### src/rtl/ucaspian_uart_pkg.sv
// Shared types and constants for the uCaspian UART receive/transmit paths.
package ucaspian_uart_pkg;

  typedef enum logic [1:0] {IDLE, START, DATA, STOP} uart_rx_state_t;

  localparam int unsigned UART_DATA_BITS = 8;

endpackage

### src/rtl/ucaspian_byte_fifo.sv
// Show-ahead byte FIFO with an extra pointer MSB to tell full from empty.
module ucaspian_byte_fifo #(
  parameter int unsigned DEPTH = 16
) (
  input  logic                   clk,
  input  logic                   rst,
  input  logic                   push,
  input  logic [7:0]             push_data,
  input  logic                   pop,
  output logic [7:0]             dout,
  output logic                   empty,
  output logic                   full,
  output logic [$clog2(DEPTH):0] level
);

  localparam int unsigned AW = $clog2(DEPTH);

  logic [7:0]  mem [DEPTH];
  logic [AW:0] wr_ptr;
  logic [AW:0] rd_ptr;
  logic        do_push;
  logic        do_pop;

  assign empty   = (wr_ptr == rd_ptr);
  assign full    = (wr_ptr[AW] != rd_ptr[AW]) && (wr_ptr[AW-1:0] == rd_ptr[AW-1:0]);
  assign level   = wr_ptr - rd_ptr;
  assign do_pop  = pop & ~empty;
  // A push into a full FIFO is only accepted when the head is leaving this cycle.
  assign do_push = push & (~full | do_pop);

  // Head byte is forced to zero while empty so the output is defined out of reset.
  assign dout = empty ? '0 : mem[rd_ptr[AW-1:0]];

  always_ff @(posedge clk) begin
    if (do_push) mem[wr_ptr[AW-1:0]] <= push_data;
  end

  always_ff @(posedge clk or posedge rst) begin
    if (rst) begin
      wr_ptr <= '0;
      rd_ptr <= '0;
    end else begin
      if (do_push) wr_ptr <= wr_ptr + (AW+1)'(1);
      if (do_pop)  rd_ptr <= rd_ptr + (AW+1)'(1);
    end
  end

endmodule

### src/rtl/ucaspian_uart_rx.sv
// 8N1 UART receiver: synchroniser, bit-sampling FSM, byte FIFO and sticky error flags.
module ucaspian_uart_rx
  import ucaspian_uart_pkg::*;
#(
  parameter int unsigned CLKS_PER_BIT = 104,
  parameter int unsigned FIFO_DEPTH   = 16
) (
  input  logic                        sys_clk,
  input  logic                        reset,
  input  logic                        uart_rx,
  output logic [7:0]                  rx_data,
  output logic                        rx_vld,
  input  logic                        rx_rdy,
  output logic                        frame_err,
  output logic                        overflow,
  output logic [$clog2(FIFO_DEPTH):0] fifo_level,
  input  logic                        clear_err
);

  localparam int unsigned CNT_W = $clog2(CLKS_PER_BIT);
  localparam int unsigned IDX_W = $clog2(UART_DATA_BITS);
  localparam logic [CNT_W-1:0] HALF_LOAD = CNT_W'(CLKS_PER_BIT / 2 - 1);
  localparam logic [CNT_W-1:0] FULL_LOAD = CNT_W'(CLKS_PER_BIT - 1);
  localparam logic [IDX_W-1:0] LAST_IDX  = IDX_W'(UART_DATA_BITS - 1);

  logic sync_meta;
  logic sync_line;
  logic line_prev;
  logic fall;

  uart_rx_state_t      state, state_next;
  logic [CNT_W-1:0]    cnt, cnt_next;
  logic [IDX_W-1:0]    idx, idx_next;
  logic [7:0]          shreg, shreg_next;
  logic                push;
  logic                frame_set;
  logic                fifo_full;
  logic                fifo_empty;
  logic                pop;

  always_ff @(posedge sys_clk or posedge reset) begin
    if (reset) begin
      sync_meta <= 1'b1;
      sync_line <= 1'b1;
      line_prev <= 1'b1;
    end else begin
      sync_meta <= uart_rx;
      sync_line <= sync_meta;
      line_prev <= sync_line;
    end
  end

  assign fall = line_prev & ~sync_line;

  always_ff @(posedge sys_clk or posedge reset) begin
    if (reset) begin
      state <= IDLE;
      cnt   <= '0;
      idx   <= '0;
      shreg <= '0;
    end else begin
      state <= state_next;
      cnt   <= cnt_next;
      idx   <= idx_next;
      shreg <= shreg_next;
    end
  end

  always_comb begin
    state_next = state;
    cnt_next   = cnt;
    idx_next   = idx;
    shreg_next = shreg;
    push       = 1'b0;
    frame_set  = 1'b0;
    case (state)
      IDLE: begin
        if (fall) begin
          cnt_next   = HALF_LOAD;
          state_next = START;
        end
      end
      START: begin
        if (cnt == '0) begin
          if (sync_line) begin
            state_next = IDLE;
          end else begin
            cnt_next   = FULL_LOAD;
            idx_next   = '0;
            state_next = DATA;
          end
        end else begin
          cnt_next = cnt - CNT_W'(1);
        end
      end
      DATA: begin
        if (cnt == '0) begin
          shreg_next[idx] = sync_line;
          cnt_next        = FULL_LOAD;
          if (idx == LAST_IDX) state_next = STOP;
          else                 idx_next   = idx + IDX_W'(1);
        end else begin
          cnt_next = cnt - CNT_W'(1);
        end
      end
      STOP: begin
        // Leaving at mid-stop lets a back-to-back start edge be caught immediately.
        if (cnt == '0) begin
          if (sync_line) push      = 1'b1;
          else           frame_set = 1'b1;
          state_next = IDLE;
        end else begin
          cnt_next = cnt - CNT_W'(1);
        end
      end
      default: state_next = IDLE;
    endcase
  end

  assign rx_vld = ~fifo_empty;
  assign pop    = rx_vld & rx_rdy;

  ucaspian_byte_fifo #(
    .DEPTH (FIFO_DEPTH)
  ) u_fifo (
    .clk       (sys_clk),
    .rst       (reset),
    .push      (push),
    .push_data (shreg),
    .pop       (pop),
    .dout      (rx_data),
    .empty     (fifo_empty),
    .full      (fifo_full),
    .level     (fifo_level)
  );

  // Set takes priority over clear so an error in the clearing cycle is not lost.
  always_ff @(posedge sys_clk or posedge reset) begin
    if (reset) begin
      frame_err <= 1'b0;
      overflow  <= 1'b0;
    end else begin
      if (frame_set)      frame_err <= 1'b1;
      else if (clear_err) frame_err <= 1'b0;
      if (push & fifo_full & ~pop) overflow <= 1'b1;
      else if (clear_err)          overflow <= 1'b0;
    end
  end

endmodule

### config.mk
export PLATFORM = sky130hd
export DESIGN_NAME = ucaspian_uart_rx
export DESIGN_NICKNAME = d
export VERILOG_FILES = /design/src/rtl/ucaspian_uart_pkg.sv /design/src/rtl/ucaspian_byte_fifo.sv /design/src/rtl/ucaspian_uart_rx.sv
export SDC_FILE = /design/constraint.sdc
export NUM_CORES = 1
export LEC_CHECK = 0
export CORE_ASPECT_RATIO = 0.7
export CORE_MARGIN = 4
export CORE_UTILIZATION = 30
export CTS_CLUSTER_DIAMETER = 150
export CTS_CLUSTER_SIZE = 24
export DETAILED_ROUTE_END_ITERATION = 10
export SKIP_CTS_REPAIR_TIMING = 1
export SYNTH_ARGS = -nofsm -noshare
export SYNTH_HDL_FRONTEND = slang
export SYNTH_HIERARCHICAL = 1
export SYNTH_SLANG_ARGS = --single-unit
### constraint.sdc
create_clock -name sys_clk -period 4.95 [get_ports sys_clk]
set_input_delay 0.99 -clock sys_clk [delete_from_list [all_inputs] [get_ports sys_clk]]
set_output_delay 0.99 -clock sys_clk [all_outputs]
set_load 0.005 [all_outputs]
# Word-level counts from Yosys, hierarchy flattened

Memory sizes are Yosys's and may differ from the RTL's.
Index checks and enable logic that the tools add are counted.

Shifts and indexed selects: 0
$lt $le $gt $ge: 2
$mul: 0
Bitwise operators: 11
Equal/unequal tests: 16
Muxes and demuxes: 33
Div/mod/pow operators: 0
Reduce and logical (&&, ||, !) cells: 11
$add $sub $neg: 5

Operators by type and width:

| kind                  | count |
|---|---|
| $mux W7               | 5 |
| $pmux W7 S4           | 1 |
| $ne A2 B2 Y1 const B  | 8 |
| $mux W1               | 12 |
| $mux W2               | 6 |
| $mux W3               | 4 |
| $add A5 B1 Y5 const B | 2 |
| $reduce_and A5 Y1     | 2 |
| $bwmux W8             | 1 |
| $mux W8               | 1 |
| $pmux W2 S4           | 1 |
| $logic_not A7 Y1      | 1 |
| $sub A7 B1 Y7 const B | 1 |
| $and A1 B1 Y1         | 6 |
| $pmux W3 S2           | 1 |
| $reduce_bool A2 Y1    | 3 |
| $eq A5 B5 Y1          | 1 |
| $sub A5 B5 Y5         | 1 |
| $eq A2 B2 Y1 const B  | 2 |
| $eq A4 B4 Y1          | 1 |
| $lt A3 B4 Y1 const B  | 1 |
| $not A1 Y1            | 4 |
| $add A3 B1 Y3 const B | 1 |
| $demux W1 S3          | 1 |
| 10 further kinds      | 11 |

Input port bits: 5
Latch bits: 0
Bits in read-only memories: 0
Memories: 1
Output and inout port bits: 16
Bits in registers: 35
Word-level logic and storage cells: 90
Bits in writable memories: 128

Memory list:

| name       | words | width | rd ports | clocked after memory_dff | wr ports | line                     | RTL |
|---|---|---|---|---|---|---|---|
| u_fifo.mem | 16    | 8     | 1        | 0                        | 1        | ucaspian_byte_fifo.sv:18 | `logic [7:0] mem [DEPTH];` |

# Logic depth before layout (Yosys ltp)

Depth in word-level cells: 8
Mapped depth: 13
Gate-level depth less buffers: 9

# By module

Netlist, hierarchy kept.

Modules (own cells, without submodules):

| module             | sequential area each (um2) | area an instance (um2) | cells each | times used |
|---|---|---|---|---|
| ucaspian_byte_fifo | 4,093.9                    | 5,710.5                | 293        | 1 |
| ucaspian_uart_rx   | 629.4                      | 1,480.2                | 144        | 1 |

# Worst setup path after synthesis

Ideal clock, no wire load.

Kind: flip-flop to flip-flop
From: register u_fifo.rd_ptr[3]
To: memory u_fifo.mem[3][0] (enable)
Buffers on the path: 3
Data required time: 4.567 ns
Cell stages (with the launch flop): 13
Arrival: 2.941 ns
Path slack: 1.626 ns
Period minus slack after synthesis: 3.324 ns
Cell sequence: dfrtp_1 -> clkbuf_1 -> buf_2 -> inv_2 -> ha_1 -> and4_1 -> nand2_1 -> inv_1 -> nor2b_1 -> o31a_1 -> buf_2 -> nand2_1 -> nor3_1

Word-level cells in the longest chain between the ends: 8
Elaborated cells between the ends (all ways): 11
Those cells by class: eq/ne: 2; mux: 2; bitwise: 6; reduce/logical: 1

RTL lines:

| what                          | line                     | RTL |
|---|---|---|
| from (decl)                   | ucaspian_byte_fifo.sv:20 | `logic [AW:0] rd_ptr;` |
| from (signal assigned)        | ucaspian_byte_fifo.sv:44 | `if (do_pop) rd_ptr <= rd_ptr + (AW+1)'(1);` |
| $eq A5 B5 Y1                  | ucaspian_byte_fifo.sv:24 | `assign empty = (wr_ptr == rd_ptr);` |
| net fifo_empty                | ucaspian_uart_rx.sv:38   | `logic fifo_empty;` |
| $not A1 Y1                    | ucaspian_uart_rx.sv:120  | `assign rx_vld = ~fifo_empty;` |
| $and A1 B1 Y1                 | ucaspian_uart_rx.sv:121  | `assign pop = rx_vld & rx_rdy;` |
| net pop                       | ucaspian_uart_rx.sv:39   | `logic pop;` |
| $and A1 B1 Y1                 | ucaspian_byte_fifo.sv:27 | `assign do_pop = pop & ~empty;` |
| $or A1 B1 Y1                  | ucaspian_byte_fifo.sv:29 | `assign do_push = push & (~full \| do_pop);` |
| $and A1 B1 Y1                 | ucaspian_byte_fifo.sv:29 |  |
| $mux W1                       | ucaspian_byte_fifo.sv:35 | `if (do_push) mem[wr_ptr[AW-1:0]] <= push_data;` |
| $mux W1 (implied by the code) | ucaspian_byte_fifo.sv:35 |  |
| to (decl)                     | ucaspian_byte_fifo.sv:18 |  |

The timed path passes the listed nets, and every way through them passes these cells.

# Worst setup path in the final report

From: register u_fifo.rd_ptr[1]
To: output rx_data[5]

Word-level cells in the longest chain between the ends: 2
Elaborated cells between the ends (all ways): 3
Those cells by class: eq/ne: 1; mux: 1; memory: 1

RTL lines:

| what                                           | line                     | RTL |
|---|---|---|
| $mem_v2 Z16 W8 or $eq A5 B5 Y1 (tied branches) | -                        |  |
| $mux W8 *                                      | ucaspian_byte_fifo.sv:32 | `assign dout = empty ? '0 : mem[rd_ptr[AW-1:0]];` |
| to (decl)                                      | ucaspian_uart_rx.sv:11   | `output logic [7:0] rx_data,` |

Mark *: on every way between the ends. The rest lies on a longest branch, timed or not.

==> flow_summary.toml <==
[finish]
antennaDiodeCount = 0
final_layout_size_suffix_gt1_frac = 0.192
finalNetCount = 484
layout.core_utilization = 0.354
area_growth_syn_to_layout_pct = 16.0

[global_routing]
first_global_vias = 3972
grtUsageTotal = 0.124
grt_use_met3 = 0.0334
gr-total-overflow = 0
gr-max-usage-layer = "met1"
antenna_found_initial = 0
globalRouteMet1Util = 0.187
global_route.usage.met2 = 0.178
grt_max_degree = 29
first_pass_grt_wire_length_um = 24100

[logic_synthesis]
syn_avg_cell_area_um2 = 16.5
yosysWarningCount = 6
synth_seq_area_share = 0.657
synth_largest_area_cell = "sky130_fd_sc_hd__edfxtp_1"
postSynth.topFlopCell = "sky130_fd_sc_hd__edfxtp_1"
synth.area.top_cells = "sky130_fd_sc_hd__edfxtp_1, sky130_fd_sc_hd__dfrtp_1, sky130_fd_sc_hd__mux4_2"
count_of_flip_flops_with_a_built_in_enable_after_synthesis = 128
synth_top_cell_area_share = 0.535
synth_area_mm2 = 0.00719
async_flop_share = 0.215
syn_nets = 460
number_of_distinct_standard_cells_referenced_by_the_synthesized_netlist = 57
post_synth_inst_count = 437
ys_ff_latch = 163

[placement]
detailedPlacementHpwl_um = 10700
gp_congestion = 0.880
port-buffer-count = 20

[cts]
clockRootBuffer = "sky130_fd_sc_hd__clkbuf_16"
cts_max_path_buffers = 2
cts.sink_count = 163
worst_setup_hold_path_clk_slew_ps = 60
clock_buffer_count_from_cts = 17
cts_tree = "yes"
clk-insertion-delay-late_ps = 420
htree_num_levels = 4

[power]
power.ir.vdd_worst_v = 0.000185
power.switching_fraction = 0.320
p_seq_frac = 0.368
internal-power_uw = 3140
comb_power_share = 0.321
cellPowerDensity_mw_per_mm2 = 553
leakagePower_uw = 0.00298
clock_power_share = 0.311
total_power_uw = 4610
power_switching_uw = 1480

[critical_path]
path_cells = "buf_4 > mux4_1 > mux2_2 > o21ai_1 > a21oi_1 > clkdlybuf4s50_1"
reg2reg_slack_ps = 1040
worst_ep_arrival_time_ps = 3200
slowest_delay_ps = 630
criticalPathCategory = "register to output pin"
worst_r2r_path_depth = 9
critical_path_peak_fanout = 28
launching_instance_or_port_of_the_critical_path = "u_fifo/rd_ptr[1]"
critical_path.reg2reg.startpoint = "u_fifo/rd_ptr[2]"
startpoint_type_of_the_worst_setup_path = "register"
crit-reg2reg-capture = "u_fifo/mem[13][6]"
crit_path_end_kind = "output pin"
critical_path.slowest_cell = "sky130_fd_sc_hd__mux4_1"
critical_path_required_ps = 3960

[sta]
rsz0062_at_grt = "false"
finalHoldViolCount = 0
timing.slew.headroom = 0.352
timing.final.crit_share = 0.846
timing_max_transition_violations_final = 0
finalSetupViolCount = 0
totalNegativeSetupSlack_ps = 0
max_freq_ghz = 0.239
finalCriticalPeriod_ps = 4190
hold_slack_ps = 356
worstMarginPinSlew_ps = 971
clock_skew_ps = 11.4

[floorplanning]
design.die.area_mm2 = 0.0265
die_width_um = 193
fp.coreArea_mm2 = 0.0236
num_io_pins = 21
chipHeight_um = 138
floorplan.initialDensity = 0.305
num_rows = 47

[drt]
initialDrtViolationCount = 375
route.detailed.drc = 0
drt-vias-per-instance = 4.98
vias = 3944
detailedRoute.firstPassIterationCount = 5
totalWireLength_um = 15600
antenna_left = 0
post_drt_wl_per_cell_um = 19.7

[hold_path]
min-delay-start = "sync_meta"
hold_depth = 0
hp-class = "register to register"
hold_path_end = "sync_line"

[status]
outcome = "completed"

[run]
max_cap_violations = 0
Yosys cell counts, types with 2 or more instances:
library cell,n
sky130_fd_sc_hd__a21o_1,5
sky130_fd_sc_hd__a21oi_1,15
sky130_fd_sc_hd__a22o_1,2
sky130_fd_sc_hd__and3_1,3
sky130_fd_sc_hd__buf_1,3
sky130_fd_sc_hd__buf_12,2
sky130_fd_sc_hd__buf_2,4
sky130_fd_sc_hd__buf_4,2
sky130_fd_sc_hd__buf_6,2
sky130_fd_sc_hd__clkbuf_1,9
sky130_fd_sc_hd__dfrtp_1,32
sky130_fd_sc_hd__dfstp_2,3
sky130_fd_sc_hd__edfxtp_1,128
sky130_fd_sc_hd__ha_1,17
sky130_fd_sc_hd__inv_1,18
sky130_fd_sc_hd__mux2_2,16
sky130_fd_sc_hd__mux2i_1,13
sky130_fd_sc_hd__mux4_1,9
sky130_fd_sc_hd__mux4_2,22
sky130_fd_sc_hd__nand2_1,15
sky130_fd_sc_hd__nand2b_1,5
sky130_fd_sc_hd__nand3_1,11
sky130_fd_sc_hd__nand3b_1,3
sky130_fd_sc_hd__nand4_1,3
sky130_fd_sc_hd__nor2_1,19
sky130_fd_sc_hd__nor2b_1,2
sky130_fd_sc_hd__nor3_1,10
sky130_fd_sc_hd__nor3b_2,2
sky130_fd_sc_hd__nor4b_4,2
sky130_fd_sc_hd__o21ai_0,11
sky130_fd_sc_hd__o21ai_1,7
sky130_fd_sc_hd__o21bai_1,2
sky130_fd_sc_hd__o311ai_0,3
sky130_fd_sc_hd__o31ai_1,4
sky130_fd_sc_hd__xnor2_1,11
metrics by stage:
step | area, µm² | setup slack (ps) | instances
2_1_floorplan | 7190 | 1630 | 437
3_3_place_gp | 7700 | 1220 | 760
3_5_place_dp | 7700 | 1090 | 760
4_1_cts | 8340 | 721 | 792
5_1_grt | 8340 | 584 | 792
6_report | 8340 | 765 | 792
power by group through the flow:
stage                     Combinational [µW]  Sequential, µW  Clock, µW
after detailed placement                1490            1720          0
after floorplan                         1020            1650          0
after global placement                  1480            1710          0
after CTS                               1500            1700       1460
final                                   1480            1700       1430
after global routing                    1610            1710       1530
flip-flops by register name, indices dropped and copies added (netlist names), named ones only:
signal,cells
sync_line,1
line_prev,1
state,1
overflow,1
u_fifo/wr_ptr,5
shreg,8
u_fifo/mem,128
idx,3
cnt,7
u_fifo/rd_ptr,5
sync_meta,1
frame_err,1
area by class of cell:
cell class	count	area (µm²)
Clock buffer	17	425
Clock inverter	15	218
Fill cell	2178	15200
Inverter	19	71.3
Multi-Input combinational cell	233	2250
Sequential cell	163	4720
Tap cell	318	398
Timing Repair Buffer	27	253
per-layer routing:
| metal | routed length [µm] | share of wire | vias up |
|---|---|---|---|
| met5 | 0 | 0 | - |
| met4 | 186 | 0.012 | 0 |
| met3 | 954 | 0.061 | 20 |
| met2 | 6930 | 0.44 | 141 |
| met1 | 7550 | 0.48 | 2033 |
| li1 | - | - | 1750 |
worst max path at each step:
stage / slack (ps) / end
final: 760 / rx_data[5]
after global routing: 580 / rx_data[6]
after CTS: 720 / rx_data[7]
after detailed placement: 1090 / u_fifo/mem[13][6]
after global placement: 1220 / rx_data[5]
after floorplan: 1630 / u_fifo/mem[3][0]
cells in the final DEF (no fill, tap or decap), types with 5 or more instances in the layout:
| cell | instances |
|---|---|
| sky130_fd_sc_hd__mux4_1 | 9 |
| sky130_fd_sc_hd__nand2_1 | 15 |
| sky130_fd_sc_hd__clkdlybuf4s50_1 | 20 |
| sky130_fd_sc_hd__buf_4 | 7 |
| sky130_fd_sc_hd__inv_1 | 18 |
| sky130_fd_sc_hd__dfrtp_1 | 32 |
| sky130_fd_sc_hd__a21o_1 | 5 |
| sky130_fd_sc_hd__mux2i_1 | 13 |
| sky130_fd_sc_hd__mux4_2 | 22 |
| sky130_fd_sc_hd__edfxtp_1 | 128 |
| sky130_fd_sc_hd__nand3_1 | 11 |
| sky130_fd_sc_hd__nor2_1 | 19 |
| sky130_fd_sc_hd__nand2b_1 | 5 |
| sky130_fd_sc_hd__nor3_1 | 10 |
| sky130_fd_sc_hd__o21ai_0 | 11 |
| sky130_fd_sc_hd__mux2_2 | 16 |
| sky130_fd_sc_hd__a21oi_1 | 15 |
| sky130_fd_sc_hd__inv_6 | 6 |
| sky130_fd_sc_hd__o21ai_1 | 7 |
| sky130_fd_sc_hd__xnor2_1 | 11 |
| sky130_fd_sc_hd__clkbuf_16 | 17 |
| sky130_fd_sc_hd__ha_1 | 17 |
kinds of logic after synthesis:
group,count (synthesis),synth area share
flip-flops,163,0.657
AND/OR/NAND/NOR,83,0.0673
AO/OA/AOI/OAI,60,0.0541
multiplexers,60,0.145
buffers and inverters,41,0.0298
adder cells (fa/ha/maj),18,0.0324
XOR/XNOR,12,0.0146
critical path: cells and delay by family, from the launching register on:
family	cells	cell delay, ps
muxes	2	960
DFF	1	590
buffers and inverters	2	970
AOI/OAI and AO/OA	2	220
No activity file was read; power rests on OpenSTA's default activity.
